**src/rtl/ssfpm_pkg.sv**
```systemverilog
// ssfpm_pkg: shared constants and segment-select function for the segmented multiplier
package ssfpm_pkg;
    localparam int MAX_W = 64;
    typedef struct packed {
        logic             sel;
        logic [MAX_W-1:0] seg;
    } seg_t;
    function automatic int sh_hi(input int n, input int m);
        return n - m;
    endfunction
    function automatic int res_w(input int n);
        return 2 * n;
    endfunction
    function automatic seg_t seg_select(input logic [MAX_W-1:0] x, input int n, input int m, input logic corr);
        seg_t r;
        logic [MAX_W-1:0] mask;
        mask = (64'd1 << m) - 64'd1;
        r.sel = (x >> m) != '0;
        r.seg = r.sel ? ((x >> (n - m)) & mask) : (x & mask);
        // round up on the first dropped bit, saturating instead of wrapping
        if (corr && r.sel && ((x >> (n - m - 1)) & 64'd1) != '0 && r.seg != mask)
            r.seg = r.seg + 64'd1;
        return r;
    endfunction
endpackage

```
**src/rtl/ssm_seg_sel.sv**
```systemverilog
// ssm_seg_sel: combinational segment select and rounding correction for one operand
module ssm_seg_sel
    import ssfpm_pkg::*;
#(
    parameter int N = 23,
    parameter int M = 14
) (
    input  logic [N-1:0] x,
    input  logic         corr_en,
    output logic [M-1:0] seg,
    output logic         sel
);
    seg_t r;
    logic unused_hi;
    assign r         = seg_select({{(MAX_W-N){1'b0}}, x}, N, M, corr_en);
    assign seg       = r.seg[M-1:0];
    assign sel       = r.sel;
    assign unused_hi = ^r.seg[MAX_W-1:M];
endmodule

```
**src/rtl/mmssm_pipe_param.sv**
```systemverilog
// mmssm_pipe_param: 3-stage elastic segmented approximate multiplier
module mmssm_pipe_param
    import ssfpm_pkg::*;
#(
    parameter int N     = 23,
    parameter int M     = 14,
    parameter int TAG_W = 4
) (
    input  logic                  clk,
    input  logic                  rst_n,
    input  logic                  in_valid,
    output logic                  in_ready,
    input  logic [N-1:0]          a,
    input  logic [N-1:0]          b,
    input  logic                  corr_en,
    input  logic [TAG_W-1:0]      in_tag,
    output logic                  out_valid,
    input  logic                  out_ready,
    output logic [res_w(N)-1:0]   ris,
    output logic [TAG_W-1:0]      out_tag
);
    localparam int SH = sh_hi(N, M);
    localparam int RW = res_w(N);
    localparam int SW = $clog2(2 * SH + 1);

    logic [M-1:0]     seg_a, seg_b, sa1, sb1;
    logic             sel_a, sel_b;
    logic [SW-1:0]    sh_sum, sh1, sh2;
    logic [2*M-1:0]   p2;
    logic [TAG_W-1:0] t1, t2;
    logic             v1, v2, ld1, ld2, ld3;

    ssm_seg_sel #(.N(N), .M(M)) u_sel_a (.x(a), .corr_en(corr_en), .seg(seg_a), .sel(sel_a));
    ssm_seg_sel #(.N(N), .M(M)) u_sel_b (.x(b), .corr_en(corr_en), .seg(seg_b), .sel(sel_b));

    assign sh_sum   = (sel_a ? SW'(SH) : '0) + (sel_b ? SW'(SH) : '0);
    // ready ripples back from out_ready so a full pipe still streams one per cycle
    assign ld3      = v2 && (!out_valid || out_ready);
    assign ld2      = v1 && (!v2 || ld3);
    assign in_ready = !v1 || ld2;
    assign ld1      = in_valid && in_ready;

    always_ff @(posedge clk or negedge rst_n) begin
        if (!rst_n) begin
            v1        <= 1'b0;
            v2        <= 1'b0;
            out_valid <= 1'b0;
            sa1       <= '0;
            sb1       <= '0;
            sh1       <= '0;
            t1        <= '0;
            p2        <= '0;
            sh2       <= '0;
            t2        <= '0;
            ris       <= '0;
            out_tag   <= '0;
        end else begin
            v1        <= ld1 ? 1'b1 : (ld2 ? 1'b0 : v1);
            v2        <= ld2 ? 1'b1 : (ld3 ? 1'b0 : v2);
            out_valid <= ld3 ? 1'b1 : (out_ready ? 1'b0 : out_valid);
            if (ld1) begin
                sa1 <= seg_a;
                sb1 <= seg_b;
                sh1 <= sh_sum;
                t1  <= in_tag;
            end
            if (ld2) begin
                p2  <= (2*M)'(sa1) * (2*M)'(sb1);
                sh2 <= sh1;
                t2  <= t1;
            end
            if (ld3) begin
                ris     <= RW'(p2) << sh2;
                out_tag <= t2;
            end
        end
    end
endmodule

```
**config.mk**
```make
export PLATFORM = sky130hd
export DESIGN_NAME = mmssm_pipe_param
export DESIGN_NICKNAME = d
export VERILOG_FILES = /design/src/rtl/ssfpm_pkg.sv /design/src/rtl/ssm_seg_sel.sv /design/src/rtl/mmssm_pipe_param.sv
export SDC_FILE = /design/constraint.sdc
export NUM_CORES = 1
export LEC_CHECK = 0
export CAP_MARGIN = 40
export CORE_MARGIN = 10
export CORE_UTILIZATION = 45
export CTS_CLUSTER_DIAMETER = 120
export DETAILED_ROUTE_END_ITERATION = 10
export DONT_BUFFER_PORTS = 1
export MAX_ROUTING_LAYER = met4
export PLACE_DENSITY_LB_ADDON = 0.3
export SLEW_MARGIN = 20
export SYNTH_ARGS = -nofsm -noshare
export SYNTH_HDL_FRONTEND = slang
export SYNTH_SLANG_ARGS = --single-unit
```
**constraint.sdc**
```tcl
create_clock -name clk -period 5.6 [get_ports clk]
set_clock_uncertainty 0.1 [all_clocks]
set_input_delay 1.12 -clock clk [delete_from_list [all_inputs] [get_ports clk]]
set_output_delay 1.12 -clock clk [all_outputs]
set_load 0.02 [all_outputs]
```
==> reports/metrics.yaml <==
outcome: "finished, final reports clean"
fin_crit_sh_pct: 99.9
slew_violations: 0
ioPinCount: 107
die_h_um: 188
worst_pin_slew_ns: 0.756
ys_seq_area_share_pct: 23.8
cts_root_buf: "clkbuf_16"
p_per_area_mw_per_mm2: 702
timing.final.ws_setup_ns: 0.00376
track_usage_pct: 18.0
grt_first_pass_wirelength_um: 50900
ys_types: 63
overflow: 0
period_minus_slack_ns: 5.60
p_sw_w: 0.00483
antenna_cells: 0
wl_per_cell_um: 16.9
async_reset_ff_share_pct: 100
critPathSlowestCell: "fa_1"
cp_num_buf_inv: 5
drv_cap: 0
dp_slack_ns: -0.188
netlist_area_sq_mm: 0.0127
synth-edff-count: 0
cp_common_cell: "fa_1"
port_buffers: 0
synth.avg_cell_area_sq_um: 9.11
slew_headroom_pct: 49.6
total_power_w: 0.0101
p_leak_nw: 6.92
synth_top_cell_area_share_pct: 23.8
synth_top_cell_by_area: "dfrtp_1"
syn_to_final_growth_pct: 13.5
synth.area.top_cells: "dfrtp_1 (24%), fa_1 (22%), ha_1 (9.4%)"
p_sw_share_pct: 47.8
htreeDepth: 4
die_x_um: 188
path_cells: "buf_4 -> nand2_1 -> fa_1 -> fa_1 -> inv_1 -> fa_1 -> inv_1 -> fa_1 -> fa_1 -> fa_1 -> inv_1 -> ha_4 -> buf_4 -> nand2_2 -> nor4_4 -> a211oi_4 -> o21ai_4 -> nand3_1 -> a211o_1 -> nand3_1"
cts_made_buffers: 17
dp.cells: 1780
yosysWarnings: 0
instances_no_fill: 1821
grt_start_max_net_pins: 122
nets: 1721
drtIter0Drc: 749
start_util_pct: 45.7
detail-route-antenna-nets: 0
finalHoldViolCount: 0
crit_arrival_ns: 5.85
numClockSinks: 121
grt_pass1_vias: 9918
path_clk_slew_ns: 0.07
drc: 0
setup_viol: 0
ys_ff_latch: 121
max_freq_mhz: 179
required_ns: 5.86
path_class: "flip-flop to flip-flop"
intPower_w: 0.00528
synth_ff_type: "dfrtp_1"
syn-num-nets: 1685
peakVddDrop_v: 0.000732
antenna_found_initial: 0
hp-class: "primary input to asynchronous set/reset pin"
start_kind: "flip-flop"
vias: 9838
p_seq_share_pct: 16.0
path_max_fanout: 5
first_pass_iters: 5
drive_gt1_share_pct: 14.3
totalWireLength_um: 30800
p_clk_share_pct: 11.3
place.gp.congestion: 0.897
insertion_delay_ns: 0.43
dieArea_sq_mm: 0.0353
dp_hpwl_um: 24600
coreArea_sq_mm: 0.0278
num_rows: 61
slowest_delay_ns: 0.52
reg2reg_setup_slack_ns: 0.004
synth_cells: 1394
cp-end-kind: "flip-flop"
path_delay_family: "adder cells"
pwr-share-comb_pct: 72.7
cts_tree: "yes"
via_per_inst: 5.40
rsz0062_at_grt: "true"
setup_tns_ns: 0
clockBufferDepth: 2
==> cells by family (layout without fill, tap and decap cells) <==
group / Yosys count / after routing / share of synthesized area [%]
adders and majority gates: 236 / 236 / 31.6
and+or+nand+nor: 491 / 491 / 18.8
AOI/OAI and AO/OA: 230 / 230 / 11.8
xor gates and xnor gates: 34 / 34 / 2.35
DFF: 121 / 121 / 23.8
buffers and inverters: 234 / 283 / 6.95
muxes: 48 / 48 / 4.64
==> path summary, 6_finish.rpt <==
kind	depth (start not counted)	end	start
hold / removal	0	ris[29]	rst_n
max in group asynchronous	0	sa1[4]	rst_n
min in group clk	2	t2[3]	t1[3]
hold reg to reg	2	t2[3]	t1[3]
setup reg to reg	20	p2[23]	sb1[4]
setup / recovery	20	p2[23]	sb1[4]
==> sequential cells by signal (all words and copies together) (netlist names) <==
register and count:
t2 4, sb1 14, t1 4, ris 46, v2 1, out_tag 4, sa1 14, out_valid 1
v1 1, sh1 2, p2 28, sh2 2
==> per-layer routing <==
| layer | GRT usage [%] | vias up | wire length [um] |
|---|---|---|---|
| li1 | - | 4678 | - |
| met1 | 22.7 | 4861 | 13400 |
| met2 | 28.9 | 250 | 15000 |
| met3 | 3.56 | 49 | 1730 |
| met4 | 5.17 | 0 | 590 |
| met5 | - | - | 0 |
==> worst reg2reg max path, delay by kind of cell (launching register included) <==
family	cells	cell delay, ns
adder cells (fa/ha/maj)	7	3.14
AO/OA/AOI/OAI	3	0.70
AND/OR/NAND/NOR	5	0.69
buffers and inverters	5	0.45
flip-flops	1	0.44
==> cell usage in the layout, fill, tap and decap left out, drive strengths merged, types with 3 or more instances in the layout <==
| master | count |
|---|---|
| nor3b | 3 |
| a211oi | 14 |
| clkbuf | 17 |
| a21oi | 36 |
| nor4 | 15 |
| or4 | 6 |
| dfrtp | 121 |
| buf | 80 |
| nand3b | 3 |
| nor2 | 31 |
| o21ai | 80 |
| nand2 | 270 |
| inv | 181 |
| nand3 | 14 |
| and2 | 96 |
| nand4 | 4 |
| or2 | 3 |
| mux4 | 7 |
| a22o | 6 |
| xor2 | 16 |
| fa | 141 |
| mux2 | 17 |
| o31ai | 21 |
| nor3 | 17 |
| or3 | 6 |
| nand2b | 8 |
| a21o | 19 |
| ha | 95 |
| o211ai | 4 |
| nor2b | 4 |
| o21a | 7 |
| a41oi | 15 |
| xnor2 | 18 |
| a22oi | 10 |
| mux2i | 24 |
| and3 | 7 |
| a31oi | 4 |
==> power groups by stage <==
| stage | clock network, W | logic, W | registers, W |
|---|---|---|---|
| global route | 0.00119 | 0.00834 | 0.00165 |
| CTS | 0.00116 | 0.00713 | 0.00161 |
| global placement | 0 | 0.00636 | 0.00162 |
| finish | 0.00114 | 0.00735 | 0.00161 |
| floorplan | 0 | 0.00460 | 0.00148 |
| detailed placement | 0 | 0.00645 | 0.00163 |
==> area by class of cell <==
class / count / area (sq um)
clock buffer: 17 / 425
fill: 2604 / 13400
timing repair buffer: 80 / 612
multi-input combinational: 1039 / 9040
tap: 378 / 473
inverter: 171 / 642
clock inverter: 15 / 179
sequential: 121 / 3040
==> cells in the mapped netlist, drive strengths merged (2+ instances only) <==
master,number
a211o,2
a211oi,14
a21o,19
a21oi,36
a22o,6
a22oi,10
a31oi,4
a41oi,15
and2,96
and3,7
buf,3
clkbuf,60
dfrtp,121
fa,141
ha,95
inv,171
mux2,17
mux2i,24
mux4,7
nand2,270
nand2b,8
nand3,14
nand3b,3
nand4,4
nor2,31
nor2b,4
nor3,17
nor3b,3
nor4,15
o211ai,4
o21a,7
o21ai,80
o21bai,2
o311ai,2
o31ai,21
or2,3
or3,6
or4,6
xnor2,18
xor2,16
==> what timing repair did <==
item / 4_1_cts / 5_1_grt
setup buffers: 10 / 0
hold buffers: 0 / 0
gates resized for setup: 39 / 30
gates cloned: 0 / 0
pin swaps: 37 / 21
setup endpoints to repair: 14 / 15
==> metrics by stage <==
stage	util (%)	cell area, sq um	hold slack [ns]
6_report	51.9	14400	0.276
5_1_grt	51.9	14400	0.261
4_1_cts	51.5	14300	0.266
3_5_place_dp	48.5	13500	0.353
3_3_place_gp	48.5	13500	0.344
2_1_floorplan	-	12700	0.333
No activity file was read; power rests on OpenSTA's default activity.
